<file path="src/rtl/isp_cmd_decoder_if.sv">
// isp_cmd_decoder_if
// Groups the byte-receive handshake (rx_*) and the register-write bus (wr_*)
// of the ISP command decoder. The decoder connects through the master
// modport. The host/receiver plus register-bank side uses the slave modport.
interface isp_cmd_decoder_if;
    logic        rx_valid;
    logic [7:0]  rx_data;
    logic        rx_ready;
    logic        wr_en;
    logic [15:0] wr_addr;
    logic [15:0] wr_data;

    modport master (
        input  rx_valid,
        input  rx_data,
        output rx_ready,
        output wr_en,
        output wr_addr,
        output wr_data
    );

    modport slave (
        output rx_valid,
        output rx_data,
        input  rx_ready,
        input  wr_en,
        input  wr_addr,
        input  wr_data
    );
endinterface

</file>
<file path="src/rtl/isp_cmd_decoder.sv">
// isp_cmd_decoder
// Parses 5-byte write frames (HEADER, ADDR, DATA_H, DATA_L, CHK) from a byte
// stream. It issues one single-cycle register write for each valid frame.
// It rejects frames with a bad checksum, an out-of-range address, or a stall
// between bytes.
// Optional build macro ISP_CMD_ACK_EN: adds a tx_valid/tx_data/tx_ready ack
// channel. The channel returns 8'h5A after a write and 8'hEE after a
// rejected frame.
module isp_cmd_decoder #(
    parameter int         REG_COUNT      = 16,
    parameter int         TIMEOUT_CYCLES = 1000000,
    parameter logic [7:0] HEADER         = 8'hA5
) (
    input  logic                 clk,
    input  logic                 reset,
    isp_cmd_decoder_if.master    bus,
    output logic                 frame_err,
    output logic [7:0]           err_cnt
`ifdef ISP_CMD_ACK_EN
    ,
    output logic                 tx_valid,
    output logic [7:0]           tx_data,
    input  logic                 tx_ready
`endif
);

    // The counter must be able to hold TIMEOUT_CYCLES-1.
    localparam int              TW        = (TIMEOUT_CYCLES > 1) ? $clog2(TIMEOUT_CYCLES + 1) : 1;
    localparam logic [TW-1:0]   TMO_LAST  = TW'(TIMEOUT_CYCLES - 1);
    localparam logic [31:0]     REG_LIMIT = 32'(REG_COUNT);

    typedef enum logic [2:0] {
        IDLE,
        GET_ADDR,
        GET_DH,
        GET_DL,
        GET_CHK,
        WRITE
    } state_t;

    state_t         state_reg;
    logic [7:0]     addr_reg;
    logic [7:0]     dh_reg;
    logic [7:0]     dl_reg;
    logic [TW-1:0]  tmo_cnt_reg;
    logic           wr_en_reg;
    logic [15:0]    wr_addr_reg;
    logic [15:0]    wr_data_reg;
    logic           frame_err_reg;
    logic [7:0]     err_cnt_reg;

    logic           accept;
    logic           in_frame;
    logic           tmo_hit;
    logic [7:0]     chk_sum;
    logic           addr_in_range;
    logic           frame_ok;
    logic           write_evt;
    logic           err_evt;
    logic           ack_pending;

    // A byte moves only when both sides agree. A stalled frame is cut off
    // in the cycle when the gap counter reaches its last value. A byte that
    // arrives in that same cycle is dropped together with the frame.
    assign accept        = bus.rx_valid && bus.rx_ready;
    assign in_frame      = (state_reg == GET_ADDR) || (state_reg == GET_DH) ||
                           (state_reg == GET_DL)   || (state_reg == GET_CHK);
    assign tmo_hit       = in_frame && (tmo_cnt_reg == TMO_LAST);

    // Checksum is an 8-bit wrapping sum of the three payload bytes. A bad
    // checksum and a bad address together still count as a single error.
    assign chk_sum       = addr_reg + dh_reg + dl_reg;
    assign addr_in_range = ({24'd0, addr_reg} < REG_LIMIT);
    assign frame_ok      = (chk_sum == bus.rx_data) && addr_in_range;

    assign write_evt     = (state_reg == GET_CHK) && !tmo_hit && accept && frame_ok;
    assign err_evt       = tmo_hit ||
                           ((state_reg == GET_CHK) && accept && !frame_ok);

    // No byte is taken during the write cycle. When acks are enabled,
    // no new frame may start until the previous ack has been taken.
    assign bus.rx_ready  = (state_reg != WRITE) &&
                           !((state_reg == IDLE) && ack_pending);

    assign bus.wr_en     = wr_en_reg;
    assign bus.wr_addr   = wr_addr_reg;
    assign bus.wr_data   = wr_data_reg;
    assign frame_err     = frame_err_reg;
    assign err_cnt       = err_cnt_reg;

    // Frame parser, gap timer and registered write/error outputs
    always_ff @(posedge clk or negedge reset) begin
        if (!reset) begin
            state_reg     <= IDLE;
            addr_reg      <= 8'd0;
            dh_reg        <= 8'd0;
            dl_reg        <= 8'd0;
            tmo_cnt_reg   <= '0;
            wr_en_reg     <= 1'b0;
            wr_addr_reg   <= 16'd0;
            wr_data_reg   <= 16'd0;
            frame_err_reg <= 1'b0;
            err_cnt_reg   <= 8'd0;
        end else begin
            wr_en_reg     <= 1'b0;
            frame_err_reg <= 1'b0;

            if (err_evt) begin
                frame_err_reg <= 1'b1;
                if (err_cnt_reg != 8'hFF) begin
                    err_cnt_reg <= err_cnt_reg + 8'd1;
                end
            end

            case (state_reg)
                IDLE: begin
                    tmo_cnt_reg <= '0;
                    // Bytes other than the header are discarded here
                    // and are not counted as errors.
                    if (accept && (bus.rx_data == HEADER)) begin
                        state_reg <= GET_ADDR;
                    end
                end

                GET_ADDR, GET_DH, GET_DL, GET_CHK: begin
                    if (tmo_hit) begin
                        state_reg   <= IDLE;
                        tmo_cnt_reg <= '0;
                    end else if (accept) begin
                        tmo_cnt_reg <= '0;
                        // A HEADER byte inside a frame is treated as
                        // ordinary payload. The parser does not resync.
                        case (state_reg)
                            GET_ADDR: begin
                                addr_reg  <= bus.rx_data;
                                state_reg <= GET_DH;
                            end
                            GET_DH: begin
                                dh_reg    <= bus.rx_data;
                                state_reg <= GET_DL;
                            end
                            GET_DL: begin
                                dl_reg    <= bus.rx_data;
                                state_reg <= GET_CHK;
                            end
                            default: begin
                                if (frame_ok) begin
                                    state_reg   <= WRITE;
                                    wr_en_reg   <= 1'b1;
                                    wr_addr_reg <= {8'h00, addr_reg};
                                    wr_data_reg <= {dh_reg, dl_reg};
                                end else begin
                                    state_reg   <= IDLE;
                                end
                            end
                        endcase
                    end else begin
                        tmo_cnt_reg <= tmo_cnt_reg + TW'(1);
                    end
                end

                WRITE: begin
                    tmo_cnt_reg <= '0;
                    state_reg   <= IDLE;
                end

                default: begin
                    tmo_cnt_reg <= '0;
                    state_reg   <= IDLE;
                end
            endcase
        end
    end

`ifdef ISP_CMD_ACK_EN
    localparam logic [7:0] ACK_OK  = 8'h5A;
    localparam logic [7:0] ACK_ERR = 8'hEE;

    logic       tx_valid_reg;
    logic [7:0] tx_data_reg;

    // Loads one ack byte per finished frame and holds it until the host
    // takes it. A new frame cannot finish while an ack is waiting, because
    // the idle state refuses bytes until then.
    always_ff @(posedge clk or negedge reset) begin
        if (!reset) begin
            tx_valid_reg <= 1'b0;
            tx_data_reg  <= 8'd0;
        end else if (write_evt) begin
            tx_valid_reg <= 1'b1;
            tx_data_reg  <= ACK_OK;
        end else if (err_evt) begin
            tx_valid_reg <= 1'b1;
            tx_data_reg  <= ACK_ERR;
        end else if (tx_valid_reg && tx_ready) begin
            tx_valid_reg <= 1'b0;
        end
    end

    assign tx_valid    = tx_valid_reg;
    assign tx_data     = tx_data_reg;
    assign ack_pending = tx_valid_reg;
`else
    assign ack_pending = 1'b0;
`endif

endmodule

</file>
<file path="src/flat_wrapper.sv">
// flat-port wrapper written by rule: the top's interface ports become plain ports
module isp_cmd_decoder_flat 
#(
    parameter int         REG_COUNT      = 16,
    parameter int         TIMEOUT_CYCLES = 1000000,
    parameter logic [7:0] HEADER         = 8'hA5
)
  (clk, reset, frame_err, err_cnt, bus_rx_valid, bus_rx_data, bus_rx_ready, bus_wr_en, bus_wr_addr, bus_wr_data);
  isp_cmd_decoder_if bus_i ();
  input  logic clk;
  input  logic reset;
  output logic frame_err;
  output logic [7:0] err_cnt;
  input wire logic [$bits(bus_i.rx_valid)-1:0] bus_rx_valid;
  input wire logic [$bits(bus_i.rx_data)-1:0] bus_rx_data;
  output wire logic [$bits(bus_i.rx_ready)-1:0] bus_rx_ready;
  output wire logic [$bits(bus_i.wr_en)-1:0] bus_wr_en;
  output wire logic [$bits(bus_i.wr_addr)-1:0] bus_wr_addr;
  output wire logic [$bits(bus_i.wr_data)-1:0] bus_wr_data;
  assign bus_i.rx_valid = bus_rx_valid;
  assign bus_i.rx_data = bus_rx_data;
  assign bus_rx_ready = bus_i.rx_ready;
  assign bus_wr_en = bus_i.wr_en;
  assign bus_wr_addr = bus_i.wr_addr;
  assign bus_wr_data = bus_i.wr_data;
  isp_cmd_decoder #(.REG_COUNT(REG_COUNT), .TIMEOUT_CYCLES(TIMEOUT_CYCLES), .HEADER(HEADER)) u_core (.clk(clk), .reset(reset), .bus(bus_i), .frame_err(frame_err), .err_cnt(err_cnt));
endmodule
</file>
<file path="config.mk">
export PLATFORM = sky130hd
export DESIGN_NAME = isp_cmd_decoder_flat
export DESIGN_NICKNAME = d
export VERILOG_FILES = /design/src/rtl/isp_cmd_decoder_if.sv /design/src/rtl/isp_cmd_decoder.sv /design/src/flat_wrapper.sv
export SDC_FILE = /design/constraint.sdc
export NUM_CORES = 1
export LEC_CHECK = 0
export CAP_MARGIN = 0
export CORE_MARGIN = 1
export CORE_UTILIZATION = 40
export CTS_BUF_LIST = sky130_fd_sc_hd__clkbuf_16
export CTS_CLUSTER_SIZE = 25
export DETAILED_ROUTE_END_ITERATION = 16
export PLACE_DENSITY = 0.65
export SLEW_MARGIN = 40
export SYNTH_ARGS = -nofsm -noshare
export SYNTH_HDL_FRONTEND = slang
export SYNTH_SLANG_ARGS = --single-unit
</file>
<file path="constraint.sdc">
create_clock -name clk -period 4.45 [get_ports clk]
set_clock_uncertainty 0.15 [all_clocks]
set_input_delay 0.89 -clock clk [delete_from_list [all_inputs] [get_ports clk]]
set_output_delay 0.89 -clock clk [all_outputs]
set_load 0.01 [all_outputs]
</file>
==> results of run 1 <==
==> synth_stat cells, types with 3 or more instances <==
library cell  instances
a21oi_1               9
buf_4                 8
and3_1                4
nand4_1               4
mux2_2               41
nand2_1              20
xnor2_1              15
fa_1                  8
and4_1                3
nor3_1                8
o21ai_0               8
dfrtp_1              81
nand3_1              17
nor4_1                3
inv_1                 8
ha_1                  8
or3_1                 4
nor2_1               29
xor2_1               21
nor2b_1               4
==> cell type report <==
cell class / instances / area (um^2) / area share (%)
multi-input cells: 237 / 1860 / 38.1
inverters: 8 / 30.0 / 0.615
clock buffers: 9 / 225 / 4.61
repair buffers: 48 / 489 / 10.0
clock inverters: 7 / 85.1 / 1.74
flip-flops and latches: 81 / 2030 / 41.5
well taps: 133 / 166 / 3.41
==> worst max-delay path: stages, from the launching register on <==
cell	delay, ns
dfrtp_1	0.41
fa_1	0.49
ha_1	0.24
fa_1	0.41
nand3_1	0.12
a21o_2	0.13
and3_1	0.15
o32ai_2	0.12
nor4_4	0.32
nor3b_4	0.51
buf_12	0.23
mux2_2	0.34
==> metal layers <==
metal,track usage (%),share of wire [%],up-vias
met5,0,0,-
met2,22.1,46,39
li1,-,-,1250
met3,4.38,3.6,7
met4,4.95,1.2,0
met1,21.8,50,1259
==> worst max path at each step <==
| stage | endpoint | depth (start not counted) | start |
|---|---|---|---|
| global placement | u_core.bus.wr_addr[0]$_DFFE_PN0P_ | 11 | u_core.dl_reg[1]$_DFFE_PN0P_ |
| global route | u_core.bus.wr_data[0]$_DFFE_PN0P_ | 10 | u_core.dl_reg[2]$_DFFE_PN0P_ |
| finish | u_core.bus.wr_data[0]$_DFFE_PN0P_ | 11 | u_core.dl_reg[1]$_DFFE_PN0P_ |
| detailed placement | u_core.bus.wr_data[12]$_DFFE_PN0P_ | 9 | bus_rx_data[7] |
| floorplan | u_core.bus.wr_data[10]$_DFFE_PN0P_ | 11 | u_core.dl_reg[1]$_DFFE_PN0P_ |
| CTS | u_core.bus.wr_data[0]$_DFFE_PN0P_ | 11 | u_core.dl_reg[1]$_DFFE_PN0P_ |
==> cell families after synthesis <==
logic type               after synthesis
AND/OR/NAND/NOR                      110
flip-flops                            81
multiplexers                          42
XOR/XNOR                              37
AO/OA/AOI/OAI                         24
buffers and inverters                 23
adder cells (fa/ha/maj)               16
other                                  1
==> power by group <==
| part | internal [mW] | switching (mW) | total, mW | leakage, nW |
|---|---|---|---|---|
| logic | 0.712 | 0.803 | 1.52 | 0.895 |
| clock network | 0.486 | 0.285 | 0.771 | 0.156 |
| registers | 0.889 | 0.166 | 1.05 | 1.04 |
| total | 2.09 | 1.25 | 3.34 | 2.10 |
==> flow_metrics.py, run 1 <==
metrics = {
    "synth": {
        "yosysSeqAreaShare_pct": 50.6,
        "synthDominantCellAreaShare_pct": 50.6,
        "synth.avg_cell_area_um2": 12.0,
        "synth-xor-area-share_pct": 8.44,
        "async_flop_share_pct": 100,
        "synth_edf_count": 0,
        "netlist_area_mm2": 0.00400,
        "yosys.area.top_type": "dfrtp_1",
        "synth_compound_area_share_pct": 3.75,
        "synth_simple_gate_area_share_pct": 15.2,
        "synth_top_family_by_area": "simple AND/OR/NAND/NOR gates",
        "netlist_top_cells_area": "dfrtp_1 (51%), mux2_2 (12%), xor2_1 (4.6%)",
        "ys_seq_elements": 81,
        "synthAdderAreaFrac_pct": 6.50,
        "synth.area.mux_share_pct": 11.8,
        "ys.flop_type": "dfrtp_1",
        "yosysWarnings": 0,
        "synthCells": 334,
        "ys_types": 44,
    },
    "timing": {
        "slew_violations": 0,
        "finalHoldViolCount": 0,
        "rsz0062_at_grt": "no",
        "min_period_over_period_pct": 84.2,
        "tns_ns": 0,
        "hold_slack_ns": 0.338,
        "setup_violations": 0,
        "fmax_mhz": 267,
        "layout_setup_ws_ns": 0.704,
        "maxSlewHeadroom_pct": 49.0,
        "worst_pin_slew_ns": 0.759,
        "fin_crit_ns": 3.75,
    },
    "layout": {
        "largest_register_ffs": 20,
        "layout-drive-gt1-share_pct": 16.9,
        "nFillCells": 895,
        "fin_nets": 412,
        "layout.cells.most_common_list": "dfrtp_1 (81), clkdlybuf4s50_1 (44), mux2_2 (41), nor2_1 (29), xor2_1 (21)",
        "final_common_cell": "dfrtp_1",
        "syn_to_final_growth_pct": 21.9,
        "num_antenna_cells": 0,
        "final_cell_count_no_fill": 523,
        "final_area_mm2": 0.00488,
        "post-route-util_pct": 50.2,
    },
    "routing": {
        "vias": 2555,
        "ant_nets": 0,
        "drt_iter0_markers": 65,
        "avgViaCountPerCell": 4.89,
        "drc": 0,
        "postRouteWirelength_um": 7360,
        "wl_per_cell_um": 14.1,
        "drt_first_pass_iters": 4,
    },
    "outcome": {
        "outcome": "complete, no violations",
    },
    "critical_path": {
        "cp_max_fo": 20,
        "reg2reg_depth": 11,
        "r2r-start": "u_core.dl_reg[1]$_DFFE_PN0P_",
        "cp.required_ns": 4.51,
        "crit_arrival_ns": 3.81,
        "critPathCaptureType": "register",
        "ff2ff_setup_slack_ns": 0.70,
        "start_kind": "register",
        "critical_path_class": "reg2reg",
        "r2r-end": "u_core.bus.wr_data[0]$_DFFE_PN0P_",
    },
    "clock_network": {
        "clk_pin_slew_ns": 0.06,
        "cts.sinks": 81,
        "cts_resized": 0,
        "numCtsBuffers": 9,
        "cts_root_buf": "clkbuf_16",
        "clock_latency_ns": 0.33,
        "htreeDepth": 3,
        "hold_buffers": 0,
        "ctsLongestPathBuffers": 2,
        "cts_tree": "built",
        "cts_setup_buffers": 0,
    },
    "power_and_ir_drop": {
        "peakVddDrop_mv": 0.412,
        "leakagePower_nw": 2.10,
        "finalPower_mw": 3.34,
        "cellPowerDensity_mw_per_mm2": 685,
    },
    "min_path": {
        "min_to": "u_core.tmo_cnt_reg[0]$_DFF_PN0_",
        "min-delay-start": "u_core.tmo_cnt_reg[0]$_DFF_PN0_",
        "hold_class": "reg2reg",
        "hold_path_depth": 1,
    },
    "global_routing": {
        "antenna_found_initial": 0,
        "grt_max_degree": 82,
        "globalRouteOverflowTotal": 0,
        "grt_pass1_wl_um": 12100,
        "grt_pass1_vias": 2419,
        "grt_usage_pct": 15.2,
    },
    "placement": {
        "dp_hpwl_um": 5040,
        "place_area_mm2": 0.00457,
        "dp_slack_ns": 0.704,
        "place_inst": 507,
        "io_buffers": 45,
        "gp_congestion": 0.831,
    },
    "floorplanning": {
        "fp-row-count": 36,
        "coreArea_mm2": 0.00973,
        "ioPinCount": 54,
        "die-width_um": 102,
        "start_util_pct": 41.1,
        "die-area_mm2": 0.0104,
        "fp.dieH_um": 102,
    },
    "run": {
        "maxCapViolCount": 0,
    },
}
No activity file was read; power rests on OpenSTA's default activity.
==> run 2: changes to the inputs <==
==> constraint.sdc (replaced) <==
create_clock -name clk -period 3.87 [get_ports clk]
set_clock_uncertainty 0.15 [all_clocks]
set_input_delay 0.774 -clock clk [delete_from_list [all_inputs] [get_ports clk]]
set_output_delay 0.774 -clock clk [all_outputs]
set_load 0.01 [all_outputs]
==> run 2 against run 1 <==
Effect of this change: combinational power is 15% higher; wire length is 0.41% lower; via count is 1.3% higher; power is 15% higher; sequential power is 16% higher; clock power is 15% higher; largest power group unchanged.
==> flow_metrics.py, run 2 (synthesis gave the netlist of run 1 again) <==
metrics = {
    "clock_network": {
        "numCtsBuffers": 9,
        "cts_root_buf": "clkbuf_16",
        "ctsLongestPathBuffers": 2,
        "hold_buffers": 0,
        "htreeDepth": 3,
        "cts.sinks": 81,
        "cts_setup_buffers": 0,
        "clock_latency_ns": 0.33,
        "clk_pin_slew_ns": 0.06,
        "cts_resized": 0,
        "cts_tree": "built",
    },
    "layout": {
        "layout-drive-gt1-share_pct": 17.6,
        "num_antenna_cells": 0,
        "final_common_cell": "dfrtp_1",
        "layout.cells.most_common_list": "dfrtp_1 (81), clkdlybuf4s50_1 (44), mux2_2 (41), nor2_1 (29), xor2_1 (21)",
        "final_area_mm2": 0.00489,
        "fin_nets": 413,
        "syn_to_final_growth_pct": 22.2,
        "largest_register_ffs": 20,
    },
    "critical_path": {
        "r2r-start": "u_core.dl_reg[1]$_DFFE_PN0P_",
        "critPathCaptureType": "register",
        "path_cells": "fa_1 > ha_1 > fa_1 > xor2_1 > xnor2_1 > nand4_1 > or4_1 > o21ai_2 > buf_4 > nor3_1 > xor2_1",
        "critical_path_class": "reg2reg",
        "worstSetupStartpoint": "u_core.dl_reg[1]$_DFFE_PN0P_",
        "slowest_stage": "or4_1",
        "critPathBufInv": 1,
        "crit_family": "adder cells",
        "cp_max_fo": 7,
        "crit_arrival_ns": 3.57,
        "start_kind": "register",
        "cp.required_ns": 3.92,
        "slowest_delay_ns": 0.59,
    },
    "outcome": {
        "outcome": "complete, no violations",
    },
    "global_routing": {
        "grt_pass1_vias": 2537,
        "grt_pass1_wl_um": 12600,
        "antenna_found_initial": 0,
        "grt_max_degree": 82,
        "grt_usage_pct": 15.8,
        "globalRouteOverflowTotal": 0,
    },
    "floorplanning": {
        "coreArea_mm2": 0.00973,
        "fp.dieH_um": 102,
        "start_util_pct": 41.1,
        "fp-row-count": 36,
        "ioPinCount": 54,
        "die-area_mm2": 0.0104,
        "die-width_um": 102,
    },
    "timing": {
        "min_period_over_period_pct": 90.8,
        "rsz0062_at_grt": "no",
        "fin_crit_ns": 3.51,
        "maxSlewHeadroom_pct": 52.4,
        "setup_violations": 0,
        "fmax_mhz": 285,
        "slew_violations": 0,
        "tns_ns": 0,
        "worst_pin_slew_ns": 0.714,
        "finalHoldViolCount": 0,
    },
    "routing": {
        "route.met3.wl_um": 270,
        "ant_nets": 0,
        "drt_first_pass_iters": 4,
        "avgViaCountPerCell": 4.94,
        "drt_iter0_markers": 75,
        "drc": 0,
        "vias": 2587,
        "wl_met2_um": 3310,
        "highest_layer": "met4",
        "wl_per_cell_um": 14.0,
        "postRouteWirelength_um": 7330,
        "m1WireLength_um": 3640,
    },
    "placement": {
        "io_buffers": 45,
        "dp_hpwl_um": 5130,
        "place_area_mm2": 0.00458,
        "gp_congestion": 0.777,
    },
    "power_and_ir_drop": {
        "peakVddDrop_mv": 0.403,
        "leakagePower_nw": 2.10,
        "cellPowerDensity_mw_per_mm2": 786,
        "finalPower_mw": 3.85,
    },
    "run": {
        "maxCapViolCount": 0,
    },
    "min_path": {
        "hold_class": "in2async",
    },
}
[run 2: cell types whose count changed in the layout (fill, tap and decap cells not counted)]
cell,delta
clkinv_1,-1
buf_6,+1
clkinv_4,+1
clkbuf_8,-1
clkinv_2,+1
nor3_1,-1
nor3_2,+1
buf_4,+1
inv_6,-1
[run 2: metal layers]
| metal | vias to the layer above | track usage [%] |
|---|---|---|
| met4 | 0 | 4.84 |
| met5 | - | 0 |
| li1 | 1260 | - |
| met2 | 47 | 23.7 |
| met3 | 10 | 4.31 |
| met1 | 1270 | 22.5 |
[run 2: metrics by stage]
stage | utilization, % | hold slack (ns) | setup WS, ns | instances
after floorplan | - | 0.297 | 0.440 | 341
after global placement | 47.0 | 0.318 | 0.410 | 508
after detailed placement | 47.0 | 0.324 | 0.355 | 508
after CTS | 50.2 | 0.332 | 0.337 | 524
after global routing | 50.3 | 0.364 | 0.184 | 524
final | 50.3 | 0.321 | 0.355 | 524
[run 2: worst paths after layout]
kind | cells past startpoint | slack, ns | end
min in group clk | 1 | 0.33 | u_core.tmo_cnt_reg[0]$_DFF_PN0_
worst min register to register | 1 | 0.33 | u_core.tmo_cnt_reg[0]$_DFF_PN0_
worst min-delay path | 1 | 0.32 | u_core.tmo_cnt_reg[15]$_DFF_PN0_
max in group asynchronous | 1 | 2.75 | u_core.dl_reg[7]$_DFFE_PN0P_
worst max-delay path | 11 | 0.36 | u_core.err_cnt[6]$_DFFE_PN0P_
worst max register to register | 11 | 0.36 | u_core.err_cnt[6]$_DFFE_PN0P_
[run 2: final cells by class]
cell class,count,area (um^2)
clock buffer,9,225
clock inverter,7,86.3
fill,876,4840
inverter,8,30.0
multi-input combinational,237,1860
sequential,81,2030
tap,133,166
timing repair buffer,49,494
[run 2: where the power goes]
group / switching (mW) / internal, mW
Sequential: 0.193 / 1.02
Combinational: 0.925 / 0.820
Clock: 0.325 / 0.559
[run 2: worst reg2reg max path: stages (launching register included)]
cell and delay, ns:
dfrtp_1 0.42, fa_1 0.48, ha_1 0.25, fa_1 0.41, xor2_1 0.20, xnor2_1 0.14
nand4_1 0.19, or4_1 0.59, o21ai_2 0.18, buf_4 0.18, nor3_1 0.06, xor2_1 0.14
==> run 3: changes to the inputs <==
--- a/config.mk
+++ b/config.mk
@@ -6,7 +6,7 @@
 export NUM_CORES = 1
 export LEC_CHECK = 0
 export CAP_MARGIN = 0
-export CORE_MARGIN = 1
+export CORE_MARGIN = 5
 export CORE_UTILIZATION = 40
 export CTS_BUF_LIST = sky130_fd_sc_hd__clkbuf_16
 export CTS_CLUSTER_SIZE = 25
==> constraint.sdc (replaced) <==
create_clock -name clk -period 3.87 [get_ports clk]
set_clock_uncertainty 0.15 [all_clocks]
set_input_delay 0.774 -clock clk [delete_from_list [all_inputs] [get_ports clk]]
set_output_delay 0.774 -clock clk [all_outputs]
set_load 0.1 [all_outputs]
==> run 3 against run 2 <==
Effect of this change: count of clock-buffer cells in the layout unchanged; sequential cell count stayed put; register-to-register slack lost 0.02 ns; critical path depth stayed put; largest power group unchanged; hold slack got worse by 0.0055 ns; highest routed layer unchanged; sequential share of layout area increased by 1.6 points; non-clock buffer count grew 1; cell area decreased by 3.6%; combinational power rose by 11%; largest cell class unchanged.
==> flow_metrics.py, run 3 (synthesis gave the netlist of run 1 again) <==
metrics = {
    "timing": {
        "finalHoldViolCount": 0,
        "maxSlewHeadroom_pct": 45.8,
        "worst_pin_slew_ns": 0.807,
        "layout_setup_ws_ns": 0.333,
        "setup_violations": 0,
        "fin_crit_ns": 3.54,
        "min_period_over_period_pct": 91.4,
        "slew_violations": 0,
        "tns_ns": 0,
        "rsz0062_at_grt": "no",
        "fmax_mhz": 283,
    },
    "critical_path": {
        "cp.required_ns": 3.93,
        "start_kind": "register",
        "critical_path_class": "reg2reg",
        "crit_arrival_ns": 3.60,
        "reg2reg_depth": 11,
        "cp_max_fo": 26,
        "critPathCaptureType": "register",
    },
    "clock_network": {
        "clk_pin_slew_ns": 0.06,
        "cts_tree": "built",
        "cts.sinks": 81,
        "numCtsBuffers": 9,
        "cts_setup_buffers": 0,
        "htreeDepth": 3,
        "ctsLongestPathBuffers": 2,
        "clock_latency_ns": 0.33,
        "hold_buffers": 0,
        "cts_root_buf": "clkbuf_16",
        "cts_resized": 0,
    },
    "layout": {
        "layout-drive-gt1-share_pct": 26.1,
        "largest_register_ffs": 20,
        "layout.cells.most_common_list": "dfrtp_1 (81), mux2_2 (41), buf_2 (34), nor2_1 (29), xor2_1 (21)",
        "num_antenna_cells": 0,
        "final_cell_count_no_fill": 524,
        "post-route-util_pct": 48.2,
        "fin_nets": 414,
        "syn_to_final_growth_pct": 17.8,
        "final_common_cell": "dfrtp_1",
    },
    "global_routing": {
        "grt_usage_pct": 14.0,
        "use_met1_pct": 19.6,
        "grt_pass1_wl_um": 13200,
        "globalRouteOverflowTotal": 0,
        "grt_max_degree": 82,
        "grt_pass1_vias": 2654,
        "busiest_layer": "met2",
        "antenna_found_initial": 0,
        "gr-usage-met3_pct": 3.44,
        "use_met2_pct": 21.1,
    },
    "min_path": {
        "hold_class": "in2async",
    },
    "placement": {
        "io_buffers": 45,
        "gp_congestion": 0.801,
        "dp_hpwl_um": 5460,
        "place_inst": 509,
        "dp_slack_ns": 0.353,
    },
    "routing": {
        "postRouteWirelength_um": 7720,
        "drt_first_pass_iters": 4,
        "vias": 2612,
        "wl_per_cell_um": 14.7,
        "ant_nets": 0,
        "drt_iter0_markers": 47,
        "drc": 0,
        "avgViaCountPerCell": 4.98,
    },
    "floorplanning": {
        "die-width_um": 110,
        "start_util_pct": 40.9,
        "fp.dieH_um": 110,
        "die-area_mm2": 0.0121,
        "fp-row-count": 36,
        "coreArea_mm2": 0.00977,
        "ioPinCount": 54,
    },
    "run": {
        "maxCapViolCount": 0,
    },
    "outcome": {
        "outcome": "complete, no violations",
    },
    "power_and_ir_drop": {
        "peakVddDrop_mv": 0.467,
        "cellPowerDensity_mw_per_mm2": 855,
        "leakagePower_nw": 2.15,
    },
}
run 3: cell count changes in the layout (fill, tap and decap cells not counted):
cell / change
clkinv_2: -1
clkinv_4: -1
clkdlybuf4s50_1: -35
clkbuf_8: +1
buf_6: -1
buf_4: +2
nor3_1: +1
inv_1: +1
nor3_2: -1
buf_2: +34
run 3: final cells by class:
class	count	area, um^2
fillers	907	5060
flip-flops and latches	81	2030
multi-input cells	237	1860
repair buffers	50	332
clock buffers	9	225
well taps	133	166
clock inverters	6	76.3
inverters	8	30.0
run 3: final timing paths:
check,from,end,slack (ns)
worst max-delay path,u_core.dl_reg[1]$_DFFE_PN0P_,u_core.bus.wr_data[0]$_DFFE_PN0P_,0.33
worst min-delay path,reset,u_core.tmo_cnt_reg[15]$_DFF_PN0_,0.32
worst max register to register,u_core.dl_reg[1]$_DFFE_PN0P_,u_core.bus.wr_data[0]$_DFFE_PN0P_,0.33
worst min register to register,u_core.tmo_cnt_reg[0]$_DFF_PN0_,u_core.tmo_cnt_reg[0]$_DFF_PN0_,0.34
max in group asynchronous,reset,u_core.addr_reg[6]$_DFFE_PN0P_,2.79
min in group clk,u_core.tmo_cnt_reg[0]$_DFF_PN0_,u_core.tmo_cnt_reg[0]$_DFF_PN0_,0.34
run 3: worst max-delay path, cell delays in order, from the launching register on:
cell and delay, ns:
dfrtp_1 0.41, fa_1 0.49, ha_1 0.24, fa_1 0.40, nand3_1 0.14, a21o_2 0.14, and3_1 0.15, o32ai_2 0.12
nor4_4 0.33, nor3b_4 0.27, buf_12 0.22, mux2_2 0.35
run 3: stage by stage:
| step | total power, mW | cell area [um^2] | hold WS (ns) |
|---|---|---|---|
| floorplan | 2.82 | 4030 | 0.297 |
| global placement | 3.14 | 4580 | 0.320 |
| detailed placement | 3.18 | 4410 | 0.329 |
| CTS | 4.07 | 4710 | 0.337 |
| global route | 4.33 | 4710 | 0.358 |
| finish | 4.03 | 4710 | 0.315 |
run 3: layer usage:
layer	wire, um	share of wire [%]
met5	0	0
met2	3560	46
met3	341	4.4
met1	3690	48
met4	126	1.6
run 3: power by group:
part           switching, mW  internal, mW  leakage [nW]
combinational           1.14         0.805         0.951
sequential             0.194          1.02          1.04
clock                  0.314         0.553         0.155
total                   1.65          2.38          2.15
